--- src/rtl/cdc_src_if.sv ---
// rtl/cdc_src_if.sv - upstream valid/ready payload stream into the CDC source.
interface cdc_src_if #(
  parameter type T = logic
);
  logic valid;
  T     data;
  logic ready;

  modport master (output valid, output data, input ready);
  modport slave  (input valid, input data, output ready);
endinterface

--- src/rtl/cdc_src.sv ---
// rtl/cdc_src.sv - source half of a two-phase toggle req/ack clock-domain crossing.
module cdc_src #(
  parameter type         T     = logic,
  parameter int unsigned CNT_W = 16
) (
  input  logic             clk_i,
  input  logic             rst_ni,
  cdc_src_if.slave         src,
  output logic             async_req_o,
  output T                 async_data_o,
  input  logic             async_ack_i,
  output logic             busy_o,
  output logic [CNT_W-1:0] tx_count_o
);

  typedef enum logic [1:0] {
    INIT     = 2'd0,
    IDLE     = 2'd1,
    WAIT_ACK = 2'd2
  } state_e;

  state_e           state_q, state_d;
  logic             ready_q, ready_d;
  logic             busy_q, busy_d;
  logic             req_q, req_d;
  T                 data_q, data_d;
  logic [CNT_W-1:0] cnt_q, cnt_d;
  logic             ack_s1_q, ack_s2_q;

  always_comb begin
    state_d = state_q;
    ready_d = ready_q;
    busy_d  = busy_q;
    req_d   = req_q;
    data_d  = data_q;
    cnt_d   = cnt_q;
    case (state_q)
      INIT: begin
        state_d = IDLE;
        ready_d = 1'b1;
      end
      IDLE: begin
        if (src.valid) begin
          data_d  = src.data;
          req_d   = ~req_q;
          ready_d = 1'b0;
          busy_d  = 1'b1;
          state_d = WAIT_ACK;
        end
      end
      WAIT_ACK: begin
        // Levels match once the destination has toggled ack for this request.
        if (ack_s2_q == req_q) begin
          ready_d = 1'b1;
          busy_d  = 1'b0;
          cnt_d   = cnt_q + CNT_W'(1);
          state_d = IDLE;
        end
      end
      default: begin
        state_d = INIT;
        ready_d = 1'b0;
        busy_d  = 1'b0;
      end
    endcase
  end

  always_ff @(posedge clk_i or negedge rst_ni) begin
    if (!rst_ni) begin
      state_q  <= INIT;
      ready_q  <= 1'b0;
      busy_q   <= 1'b0;
      req_q    <= 1'b0;
      data_q   <= '0;
      cnt_q    <= '0;
      ack_s1_q <= 1'b0;
      ack_s2_q <= 1'b0;
    end else begin
      state_q  <= state_d;
      ready_q  <= ready_d;
      busy_q   <= busy_d;
      req_q    <= req_d;
      data_q   <= data_d;
      cnt_q    <= cnt_d;
      ack_s1_q <= async_ack_i;
      ack_s2_q <= ack_s1_q;
    end
  end

  assign src.ready    = ready_q;
  assign async_req_o  = req_q;
  assign async_data_o = data_q;
  assign busy_o       = busy_q;
  assign tx_count_o   = cnt_q;

`ifndef SYNTHESIS
  // An ack toggle with no request outstanding means the two sides lost lockstep.
  spurious_ack_a : assert property (@(posedge clk_i) disable iff (!rst_ni)
    (state_q == IDLE) |-> (ack_s2_q == req_q));
`endif

endmodule

--- src/flat_wrapper.sv ---
// flat-port wrapper written by rule: the top's interface ports become plain ports
module cdc_src_flat 
#(
  parameter type         T     = logic,
  parameter int unsigned CNT_W = 16
)
  (clk_i, rst_ni, async_req_o, async_data_o, async_ack_i, busy_o, tx_count_o, src_valid, src_data, src_ready);
  cdc_src_if #(.T(T)) src_i ();
  input  logic clk_i;
  input  logic rst_ni;
  output logic async_req_o;
  output T async_data_o;
  input  logic async_ack_i;
  output logic busy_o;
  output logic [CNT_W-1:0] tx_count_o;
  input wire logic [$bits(src_i.valid)-1:0] src_valid;
  input wire logic [$bits(src_i.data)-1:0] src_data;
  output wire logic [$bits(src_i.ready)-1:0] src_ready;
  assign src_i.valid = src_valid;
  assign src_i.data = src_data;
  assign src_ready = src_i.ready;
  cdc_src #(.T(T), .CNT_W(CNT_W)) u_core (.clk_i(clk_i), .rst_ni(rst_ni), .src(src_i), .async_req_o(async_req_o), .async_data_o(async_data_o), .async_ack_i(async_ack_i), .busy_o(busy_o), .tx_count_o(tx_count_o));
endmodule
--- config.mk ---
export PLATFORM = sky130hd
export DESIGN_NAME = cdc_src_flat
export DESIGN_NICKNAME = d
export VERILOG_FILES = /design/src/rtl/cdc_src_if.sv /design/src/rtl/cdc_src.sv /design/src/flat_wrapper.sv
export SDC_FILE = /design/constraint.sdc
export NUM_CORES = 1
export LEC_CHECK = 0
export BUFFER_PORTS_ARGS = -buffer_cell sky130_fd_sc_hd__buf_4
export CAP_MARGIN = 20
export CORE_MARGIN = 3
export CORE_UTILIZATION = 54
export DETAILED_ROUTE_END_ITERATION = 10
export GPL_ROUTABILITY_DRIVEN = 0
export HOLD_SLACK_MARGIN = 0.15
export PLACE_DENSITY = 0.81
export SLEW_MARGIN = 20
export SYNTH_ARGS = -nofsm -noshare
export SYNTH_HDL_FRONTEND = slang
export SYNTH_SLANG_ARGS = --single-unit
--- constraint.sdc ---
create_clock -name clk_i -period 4.76 [get_ports clk_i]
set_clock_uncertainty 0.2 [all_clocks]
set_input_delay 0.714 -clock clk_i [delete_from_list [all_inputs] [get_ports clk_i]]
set_output_delay 0.714 -clock clk_i [all_outputs]
set_load 0.02 [all_outputs]
Yosys cells after proc, flatten, opt, wreduce, memory -nomap -nowiden
Cells that the tools add are included.
{"block": "word_totals", "reg_bits": 24, "out_inout_bits": 20, "inputBits": 5, "elab_cells": 30}
{"block": "classes", "n_eq_ne": 5, "n_mux": 9, "bitwise": 2, "addsub": 1, "n_reduce_logical": 5}
{"operator": "adder 16 x 1 -> 16 bit (second input constant)", "count": 1}
{"operator": "one-hot mux 1 bit (3 select lines)", "count": 2}
{"operator": "one-hot mux 2 bit (3 select lines)", "count": 1}
{"operator": "AND reduction 2 bit", "count": 3}
{"operator": "two-way mux 1 bit", "count": 4}
{"operator": "two-way mux 2 bit", "count": 2}
{"operator": "AND reduction 3 bit", "count": 1}
{"operator": "== test 2 x 1 -> 1 bit (second input constant)", "count": 1}
{"operator": "== test 2 bit (second input constant)", "count": 1}
{"operator": "zero test 2 bit", "count": 1}
{"operator": "!= test 2 x 1 -> 1 bit (second input constant)", "count": 1}
{"operator": "!= test 2 bit (second input constant)", "count": 1}
{"operator": "inverter 1 bit", "count": 2}
{"operator": "== test 1 bit", "count": 1}

Depth between registers and ports, before layout
Gate-level depths: netlist (run 1).
{"block": "depth", "depth_word": 3, "depth_mapped": 5, "depth_no_buf": 5}

Least setup slack after synthesis (run 1)
Ideal clock, no wire load.
{"block": "synth_path", "path_kind": "register to register", "from": "register u_core.req_q, in the netlist u_core.async_req_o", "to": "register u_core.cnt_q[15], in the netlist u_core.tx_count_o[15]", "t_arrival_ns": 1.564, "setup_ns": 0.128, "path_stages_with_launch": 5, "setup_slack_ns": 2.867, "n_path_buf": 0, "t_required_ns": 4.432, "synth_period_minus_slack_ns": 1.893, "cell_sequence": "dfrtp_1 > xor2_2 > nor4_4 > or3b_1 > xnor2_1"}
{"block": "synth_via", "elab_chain_len": 2}
{"item": "start, declared", "line": "cdc_src.sv:25", "source": "logic req_q, req_d;"}
{"item": "start signal, assigned", "line": "cdc_src.sv:82", "source": "req_q <= req_d;"}
{"item": "== test 1 bit", "line": "cdc_src.sv:53", "source": "if (ack_s2_q == req_q) begin"}
{"item": "AND reduction 2 bit (no source line)"}
{"item": "end signal, assigned", "line": "cdc_src.sv:84", "source": "cnt_q <= cnt_d;"}
{"item": "end, declared", "line": "cdc_src.sv:27", "source": "logic [CNT_W-1:0] cnt_q, cnt_d;"}
Every way passes these cells.
A chain may end at the register's enable or synchronous reset.

Final worst setup path (run 1)
Ends and elaborated chain as after synthesis.

==> results.toml, run 1 <==
[critical_path]
crit-reg2reg-launch = "u_core.async_req_o"
endpoint_kind = "register"
critical_path_required_ns = 4.76
crit_end = "u_core.tx_count_o[15]"
r2r_setup_slack_ns = 2.88
worst-setup-path-type = "reg2reg"
r2r-end = "u_core.tx_count_o[15]"
worst_ep_arrival_time_ns = 1.88
crit_start = "u_core.async_req_o"
timing.critical_path.from_type = "register"
critical_path.max_fanout = 7
worstRegToRegCells = 4

[die]
dieWidth_um = 48.76
number_of_standard_cell_rows_in_the_floorplan = 14
die-area_sq_um = 2377
core_region_area_sq_um = 1612
floorplan.io_pins = 25
initial_core_util_pct = 61.26
fp.dieH_um = 48.76

[layout]
most_frequent_cells_in_the_layout = "24 x sky130_fd_sc_hd__buf_4, 23 x sky130_fd_sc_hd__dfrtp_1, 11 x sky130_fd_sc_hd__xnor2_1, 8 x sky130_fd_sc_hd__nand2_1, 7 x sky130_fd_sc_hd__nor2_1"
area.growth.synth_to_final_pct = 25.09
diodes = 0
fraction_of_layout_cells_with_a_size_suffix_above_1_pct = 30.91
layout.cells.most_common = "sky130_fd_sc_hd__buf_4"
post-route-cell-area_sq_um = 1235
num-nets-final = 117

[synthesis]
synth.net_count = 87
synth_area_leaders = "sky130_fd_sc_hd__dfrtp_1 58%, sky130_fd_sc_hd__xnor2_1 9.8%, sky130_fd_sc_hd__xor2_1 4.4%"
synthesized_netlist_cell_count = 81
number_of_library_cell_types_mapped_by_synthesis = 23
warning_count_from_the_yosys_run = 0
mappedNetlistArea_sq_um = 987.2
synthDominantCellAreaShare_pct = 58.30
yosysTopAreaCell = "sky130_fd_sc_hd__dfrtp_1"
flop_and_latch_count_out_of_synthesis = 23
synth_seq_area_share_pct = 58.30
postSynthAreaPerCell_sq_um = 12.19

[routing]
route.final.wire_length_mm = 1.620
route.antenna.remaining_nets = 0
initialDrtViolationCount = 5
drcViolationCount = 0
route.detailed.wl_per_inst_um = 12.09
dr_total_vias = 679
drtPass1Iterations = 4
detail_route.vias_per_cell = 5.067

[grt]
globalRouteOverflowTotal = 0
antenna_found_initial = 0
grt_pass1_wl_mm = 3.036
global_route.usage.total_pct = 16.48
grt_start_max_net_pins = 24
grt_pass1_vias = 681

[timing]
min_period_over_period_pct = 39.49
worstMarginPinSlew_ns = 0.3684
slew_headroom_pct = 75.42
report.final.setup_viol = 0
finalHoldViolations = 0
fmaxAchievable_mhz = 531.9
final_critical_path_time_including_i_o_delays_and_setup_ns = 1.880
grt_setup_unrepaired = "false"
timing_max_transition_violations_final = 0
final_critical_path_setup_slack_ns = 2.880
fin_setup_tns_ns = 0
whs_ns = 0.1651

[place]
buffer_ports.inserted = 24
placement.cell_area_sq_um = 1197
dp_worst_setup_slack_ns = 2.881

[cts]
cts.root.buffer_cell = "sky130_fd_sc_hd__clkbuf_4"
numClockSinks = 23
worst_setup_hold_path_clk_slew_ns = 0.12
cts_tree = "done"
htree_num_levels = 1
clock_tree.buffer_depth = 2
cts_inserted_buffers = 3
insertion_delay_ns = 0.30

[power]
vdd_drop_max_v = 0.0003448
totalPowerFinal_uw = 561.9
static_leak_nw = 0.5793
power_density_nw_per_um2 = 455.0

[worst_hold_path]
min_path_type = "reg2reg"

[flow_run]
drv_cap = 0

[outcome]
outcome = "finished, final reports clean"
-- power breakdown --
part	internal, mW	switching [mW]	total (mW)
logic	0.0895	0.0989	0.188
clock network	0.0313	0.0550	0.0864
registers	0.235	0.0516	0.287
total	0.356	0.206	0.562
-- registers in the layout, indices dropped and copies added (netlist names) --
signal	cells
u_core.tx_count_o	16
u_core.state_q	2
u_core.ack_s1_q	1
u_core.ack_s2_q	1
u_core.async_data_o	1
u_core.async_req_o	1
u_core.busy_o	1
-- logic make-up (layout without fill, tap and decap cells) --
kind of cell               count (synthesis)  count (layout)  synth area share (%)
adders and majority gates                  1               1                 1.267
xor gates and xnor gates                  17              17                 15.84
and+or+nand+nor                           32              32                 19.52
buffers and inverters                      2              31                0.7607
DFF                                       23              23                 58.30
muxes                                      2               2                 2.281
AOI/OAI and AO/OA                          4               4                 2.027
-- routing by layer --
layer / vias up / global-route usage (%) / wire, um
met5: - / 0 / 0
met4: 0 / 9.479 / 40
met3: 4 / 3.067 / 82
met2: 18 / 25.11 / 783
met1: 323 / 21.98 / 713
li1: 334 / - / -
-- synth_stat cells, drive strengths merged --
cell and number:
a21oi 1, and2 1, and3 1, and4 1, dfrtp 23, ha 1, inv 2, mux2 2
nand2 8, nand2b 1, nand3 1, nand3b 2, nand4 5, nand4b 1, nor2 7, nor4 1
o21ai 3, or3 1, or3b 1, or4 1, xnor2 11, xor2 6
-- per-stage QoR --
step	cells	util, %
floorplan	81	-
detailed placement	129	74.30
CTS	134	76.63
global placement	129	74.30
global route	134	76.63
finish	134	76.63
-- final cells by class --
| type | instances | area (sq um) |
|---|---|---|
| flip-flops and latches | 23 | 575.6 |
| multi-input cells | 56 | 404.1 |
| fillers | 133 | 376.6 |
| repair buffers | 25 | 190.2 |
| well taps | 24 | 30.03 |
| clock buffers | 3 | 22.52 |
| inverters | 2 | 7.507 |
| clock inverters | 1 | 5.005 |
-- worst min-delay path by stage --
stage,to,from,slack (ns),depth (start not counted)
finish,u_core.ack_s2_q,u_core.ack_s1_q,0.17,0
global route,u_core.ack_s2_q,u_core.ack_s1_q,0.17,0
CTS,u_core.ack_s2_q,u_core.ack_s1_q,0.16,0
detailed placement,u_core.ack_s2_q,u_core.ack_s1_q,0.14,0
global placement,u_core.ack_s2_q,u_core.ack_s1_q,0.13,0
floorplan,u_core.ack_s2_q,u_core.ack_s1_q,0.13,0
-- critical path: stages, from the launching register on --
cell and delay (ns):
sky130_fd_sc_hd__dfrtp_1 0.45, sky130_fd_sc_hd__xor2_2 0.24, sky130_fd_sc_hd__nor4_4 0.35, sky130_fd_sc_hd__or3b_1 0.40
sky130_fd_sc_hd__xnor2_1 0.14
-- repair_timing --
action                     4_1_cts  5_1_grt
resized for setup                0        0
hold endpoints to repair        23        0
setup endpoints to repair        0        0
hold buffers                     1        0
setup buffers                    0        0
Power figures use the tool's default switching activity.
==> run 2, diff against run 1 <==
--- a/config.mk
+++ b/config.mk
@@ -8,11 +8,11 @@
 export BUFFER_PORTS_ARGS = -buffer_cell sky130_fd_sc_hd__buf_4
 export CAP_MARGIN = 20
 export CORE_MARGIN = 3
-export CORE_UTILIZATION = 54
+export CORE_UTILIZATION = 50
 export DETAILED_ROUTE_END_ITERATION = 10
 export GPL_ROUTABILITY_DRIVEN = 0
 export HOLD_SLACK_MARGIN = 0.15
-export PLACE_DENSITY = 0.81
+export PLACE_DENSITY = 0.76
 export SLEW_MARGIN = 20
 export SYNTH_ARGS = -nofsm -noshare
 export SYNTH_HDL_FRONTEND = slang
==> constraint.sdc (replaced) <==
create_clock -name clk_i -period 1.73 [get_ports clk_i]
set_clock_uncertainty 0.2 [all_clocks]
set_input_delay 0.2595 -clock clk_i [delete_from_list [all_inputs] [get_ports clk_i]]
set_output_delay 0.2595 -clock clk_i [all_outputs]
set_load 0.02 [all_outputs]
==> results.toml, run 2 (same netlist as run 1, synthesis figures left out) <==
[cts]
cts_setup_buffers = 0
cts.root.buffer_cell = "sky130_fd_sc_hd__clkbuf_4"
clock_tree.buffer_depth = 2
worst_setup_hold_path_clk_slew_ns = 0.12
cts_inserted_buffers = 3
htree_num_levels = 1
insertion_delay_ns = 0.30
numClockSinks = 23
cts_tree = "done"

[timing]
timing_max_transition_violations_final = 0
slew_headroom_pct = 80.93
report.final.setup_viol = 2
final_critical_path_time_including_i_o_delays_and_setup_ns = 1.758
finalHoldViolations = 0
whs_ns = 0.1771
fmaxAchievable_mhz = 568.7
fin_setup_tns_ns = -0.04316
grt_setup_unrepaired = "true"
final_critical_path_setup_slack_ns = -0.02842
worstMarginPinSlew_ns = 0.2860
min_period_over_period_pct = 101.6

[critical_path]
endpoint_kind = "register"
worst_ep_arrival_time_ns = 1.79
critical_path_required_ns = 1.76
timing.critical_path.from_type = "register"
worst-setup-path-type = "reg2reg"
critical_path.max_fanout = 5

[outcome]
outcome = "complete, but fails checks"
violations = "negative setup slack"

[place]
dp_worst_setup_slack_ns = -0.01176
detailedPlacementHpwl_mm = 1.404
buffer_ports.inserted = 24

[layout]
fraction_of_layout_cells_with_a_size_suffix_above_1_pct = 48.78
area.growth.synth_to_final_pct = 40.68
multi_input_comb_area_sq_um = 439.2
diodes = 0
num-nets-final = 130
postLayoutCoreUtil_pct = 77.08
regArea_sq_um = 589.3
largest_reg_flops = 16
filler_cell_count = 133
layout.cells.most_common = "sky130_fd_sc_hd__buf_4"
most_frequent_cells_in_the_layout = "34 x sky130_fd_sc_hd__buf_4, 12 x sky130_fd_sc_hd__dfrtp_1, 11 x sky130_fd_sc_hd__xnor2_1, 11 x sky130_fd_sc_hd__dfrtp_2, 8 x sky130_fd_sc_hd__nand2_1"

[power]
power_density_nw_per_um2 = 1232
static_leak_nw = 0.6350
vdd_drop_max_v = 0.0009691

[flow_run]
drv_cap = 0

[routing]
route.final.wire_length_mm = 1.913
initialDrtViolationCount = 8
route.antenna.remaining_nets = 0
detail_route.vias_per_cell = 4.885
drtPass1Iterations = 5
dr_total_vias = 723
route.detailed.wl_per_inst_um = 12.93
drcViolationCount = 0

[die]
die-area_sq_um = 2544
dieWidth_um = 50.44
initial_core_util_pct = 54.79
fp.dieH_um = 50.44
core_region_area_sq_um = 1802
floorplan.io_pins = 25
number_of_standard_cell_rows_in_the_floorplan = 15

[grt]
grt_start_max_net_pins = 24
antenna_found_initial = 0
globalRouteOverflowTotal = 0
grt_pass1_wl_mm = 3.539
grt_pass1_vias = 816
global_route.usage.total_pct = 18.39

[worst_hold_path]
min_path_type = "in2async"
-- run 2: cell types whose count changed in the layout (fill, tap and decap cells not counted), sizes merged --
cell / before / now
clkinv: 1 / 0
buf: 24 / 34
dlygate4sd3: 1 / 4
clkbuf: 3 / 4
-- run 2: worst paths after layout --
check | end | from | cells after the start | slack (ns)
hold reg to reg | u_core.ack_s2_q | u_core.ack_s1_q | 0 | 0.18
min in group clk_i | u_core.ack_s2_q | u_core.ack_s1_q | 0 | 0.18
hold / removal | u_core.tx_count_o[15] | rst_ni | 2 | 0.18
max in group asynchronous | u_core.tx_count_o[5] | rst_ni | 2 | 0.91
setup / recovery | u_core.tx_count_o[10] | u_core.ack_s2_q | 4 | -0.03
setup reg to reg | u_core.tx_count_o[10] | u_core.ack_s2_q | 4 | -0.03
-- run 2: cell type report --
cell class / count / area share (%)
Sequential cell: 23 / 42.43
Multi-Input combinational cell: 56 / 31.62
Timing Repair Buffer: 38 / 21.26
Tap cell: 25 / 2.252
Clock buffer: 4 / 1.892
Inverter: 2 / 0.5405
-- run 2: per-layer routing --
metal  GRT usage [%]  wire length, um  vias to the layer above
met5               0                0                        -
met3           2.967               71                        2
met2           33.04             1004                       19
met1           21.94              823                      340
li1                -                -                      362
met4           6.726               13                        0
-- run 2: stage by stage --
| stage | total power [mW] | instance area [sq um] | cells |
|---|---|---|---|
| finish | 1.712 | 1389 | 148 |
| global route | 1.826 | 1389 | 148 |
| CTS | 1.737 | 1388 | 148 |
| detailed placement | 1.473 | 1319 | 140 |
| global placement | 1.452 | 1319 | 140 |
| floorplan | 1.149 | 1032 | 81 |
-- run 2: critical path, cell delays in order, from the launching register on --
cell                      delay, ns
sky130_fd_sc_hd__dfrtp_2       0.46
sky130_fd_sc_hd__xor2_4        0.21
sky130_fd_sc_hd__or4_4         0.57
sky130_fd_sc_hd__nor2_2        0.11
sky130_fd_sc_hd__xor2_1        0.15
-- run 2: power breakdown --
group / switching [mW] / internal [mW] / total [mW]
Sequential: 0.123 / 0.662 / 0.786
Clock: 0.148 / 0.0898 / 0.238
Combinational: 0.342 / 0.346 / 0.688
Total: 0.614 / 1.10 / 1.71
-- run 2: repair_timing --
item | in CTS | in global routing
hold buffers | 4 | 0
endpoints found under the setup margin | 4 | 6
endpoints found under the hold margin | 29 | 0
gates resized for setup | 1 | 1
==> run 3, diff against run 2 <==
--- a/config.mk
+++ b/config.mk
@@ -13,6 +13,7 @@
 export GPL_ROUTABILITY_DRIVEN = 0
 export HOLD_SLACK_MARGIN = 0.15
 export PLACE_DENSITY = 0.76
+export REMOVE_ABC_BUFFERS = 1
 export SLEW_MARGIN = 20
 export SYNTH_ARGS = -nofsm -noshare
 export SYNTH_HDL_FRONTEND = slang
==> results.toml, run 3 (same netlist as run 1, synthesis figures left out) <==
[critical_path]
worst-setup-path-type = "reg2reg"
crit_start = "u_core.tx_count_o[0]"
endpoint_kind = "register"
crit-reg2reg-launch = "u_core.tx_count_o[0]"
timing.critical_path.from_type = "register"
critical_path.max_fanout = 4
r2r_setup_slack_ns = -0.09
crit_end = "u_core.tx_count_o[12]"
worst_ep_arrival_time_ns = 1.86
critical_path_required_ns = 1.77
worstRegToRegCells = 5
r2r-end = "u_core.tx_count_o[12]"

[flow_run]
drv_cap = 0

[timing]
whs_ns = 0.1640
grt_setup_unrepaired = "true"
slew_headroom_pct = 79.26
report.final.setup_viol = 4
worstMarginPinSlew_ns = 0.3109
timing_max_transition_violations_final = 0
final_critical_path_time_including_i_o_delays_and_setup_ns = 1.815
final_critical_path_setup_slack_ns = -0.08545
finalHoldViolations = 0
fmaxAchievable_mhz = 550.8
min_period_over_period_pct = 104.9

[cts]
cts.root.buffer_cell = "sky130_fd_sc_hd__clkbuf_4"
cts_inserted_buffers = 3
htree_num_levels = 1
numClockSinks = 23
worst_setup_hold_path_clk_slew_ns = 0.12
cts_tree = "done"
insertion_delay_ns = 0.31
clock_tree.buffer_depth = 2

[layout]
post-route-cell-area_sq_um = 1438
stdcell_count = 156
layout.cells.most_common = "sky130_fd_sc_hd__buf_4"
most_frequent_cells_in_the_layout = "40 x sky130_fd_sc_hd__buf_4, 22 x sky130_fd_sc_hd__dfrtp_1, 11 x sky130_fd_sc_hd__xnor2_1, 8 x sky130_fd_sc_hd__nand2_1"
diodes = 0
regArea_sq_um = 576.8
fraction_of_layout_cells_with_a_size_suffix_above_1_pct = 45.80
area.growth.synth_to_final_pct = 45.63
postLayoutCoreUtil_pct = 79.79
num-nets-final = 138
filler_cell_count = 120
multi_input_comb_area_sq_um = 432.9
largest_reg_flops = 16

[power]
combinationalPowerShare_pct = 46.1
vdd_drop_max_v = 0.001037
power_frac_seq_pct = 40.5
swShare_pct = 35.53
share_clk_of_total_power_pct = 13.3
p_sw_uw = 655.3
p_int_mw = 1.189
static_leak_nw = 0.6797
totalPowerFinal_mw = 1.844
power_density_nw_per_um2 = 1283

[place]
placement.cell_area_sq_um = 1274
numPlacedInstances = 140
detailedPlacementHpwl_mm = 1.417
buffer_ports.inserted = 24

[routing]
dr_wl_met2_um = 995
dr_total_vias = 770
route.antenna.remaining_nets = 0
routed.top_layer = "met4"
route.final.wire_length_mm = 1.995
initialDrtViolationCount = 8
drcViolationCount = 0
route.detailed.wl_per_inst_um = 12.79
detail_route.vias_per_cell = 4.936
drt-met1-wl_um = 847
wl_met3_um = 91
drtPass1Iterations = 4

[die]
floorplan.io_pins = 25
dieWidth_um = 50.44
die-area_sq_um = 2544
fp.dieH_um = 50.44
initial_core_util_pct = 54.79
number_of_standard_cell_rows_in_the_floorplan = 15
core_region_area_sq_um = 1802

[grt]
grt_start_max_net_pins = 24
grt_pass1_vias = 820
grt_pass1_wl_mm = 3.401
globalRouteOverflowTotal = 0
antenna_found_initial = 0
global_route.usage.total_pct = 17.90

[worst_hold_path]
min_path_type = "reg2reg"

[outcome]
outcome = "complete, but fails checks"
violations = "negative setup slack"
## run 3: changes by cell type in the layout (fill, tap and decap cells not counted), moves of 2 or more
cell,delta
sky130_fd_sc_hd__buf_4,+6
sky130_fd_sc_hd__dfrtp_1,+10
sky130_fd_sc_hd__dfrtp_2,-10
sky130_fd_sc_hd__buf_6,+2
## run 3: cell type report
class	instances	share of cell area (%)
inverter	2	0.5222
sequential	23	40.12
multi-input combinational	56	30.11
tap	25	2.176
timing repair buffer	46	25.24
clock buffer	4	1.828
## run 3: how the worst min path moves through the flow
stage                          from                     to  slack, ns  cells past startpoint
floorplan                    rst_ni        u_core.ack_s1_q      -0.24                      0
global placement             rst_ni   u_core.tx_count_o[6]      -0.04                      1
detailed placement           rst_ni   u_core.tx_count_o[4]      -0.04                      1
CTS                          rst_ni  u_core.tx_count_o[10]       0.17                      2
global route        u_core.ack_s1_q        u_core.ack_s2_q       0.18                      0
finish              u_core.ack_s1_q        u_core.ack_s2_q       0.16                      0
## run 3: worst max-delay path, cell delays in order (launching register included)
cell and delay, ns:
sky130_fd_sc_hd__dfrtp_1 0.38, sky130_fd_sc_hd__ha_2 0.20, sky130_fd_sc_hd__nand4b_1 0.14, sky130_fd_sc_hd__or4_4 0.56, sky130_fd_sc_hd__nor2_2 0.11, sky130_fd_sc_hd__xor2_1 0.16
## run 3: what timing repair did
action                     CTS  global route
setup endpoints to repair    6             7
resized for setup            8             5
hold endpoints to repair    29             0
hold buffers                 4             0
setup buffers                6             2
pin swaps                    3             3
gates cloned                 0             0
## run 3: per-stage QoR
stage / TNS (ns) / setup WS, ns
after CTS: -0.1226 / -0.04855
after floorplan: -0.7445 / -0.1629
final: -0.2311 / -0.08545
after global placement: 0 / 0.001868
after global routing: -0.7062 / -0.1708
after detailed placement: -0.1455 / -0.04489
## run 3: routing by layer
metal,vias to the layer above,track usage (%)
met5,-,0
met4,0,8.072
li1,373,-
met2,26,32.61
met3,7,2.967
met1,364,20.27
## run 3: power by group through the flow
stage	sequential (mW)	clock (mW)	combinational (mW)
6_report	0.748	0.246	0.850
5_1_grt	0.763	0.271	0.916
4_1_cts	0.742	0.248	0.778
3_5_place_dp	0.755	0	0.717
3_3_place_gp	0.746	0	0.696
2_1_floorplan	0.895	0	0.204
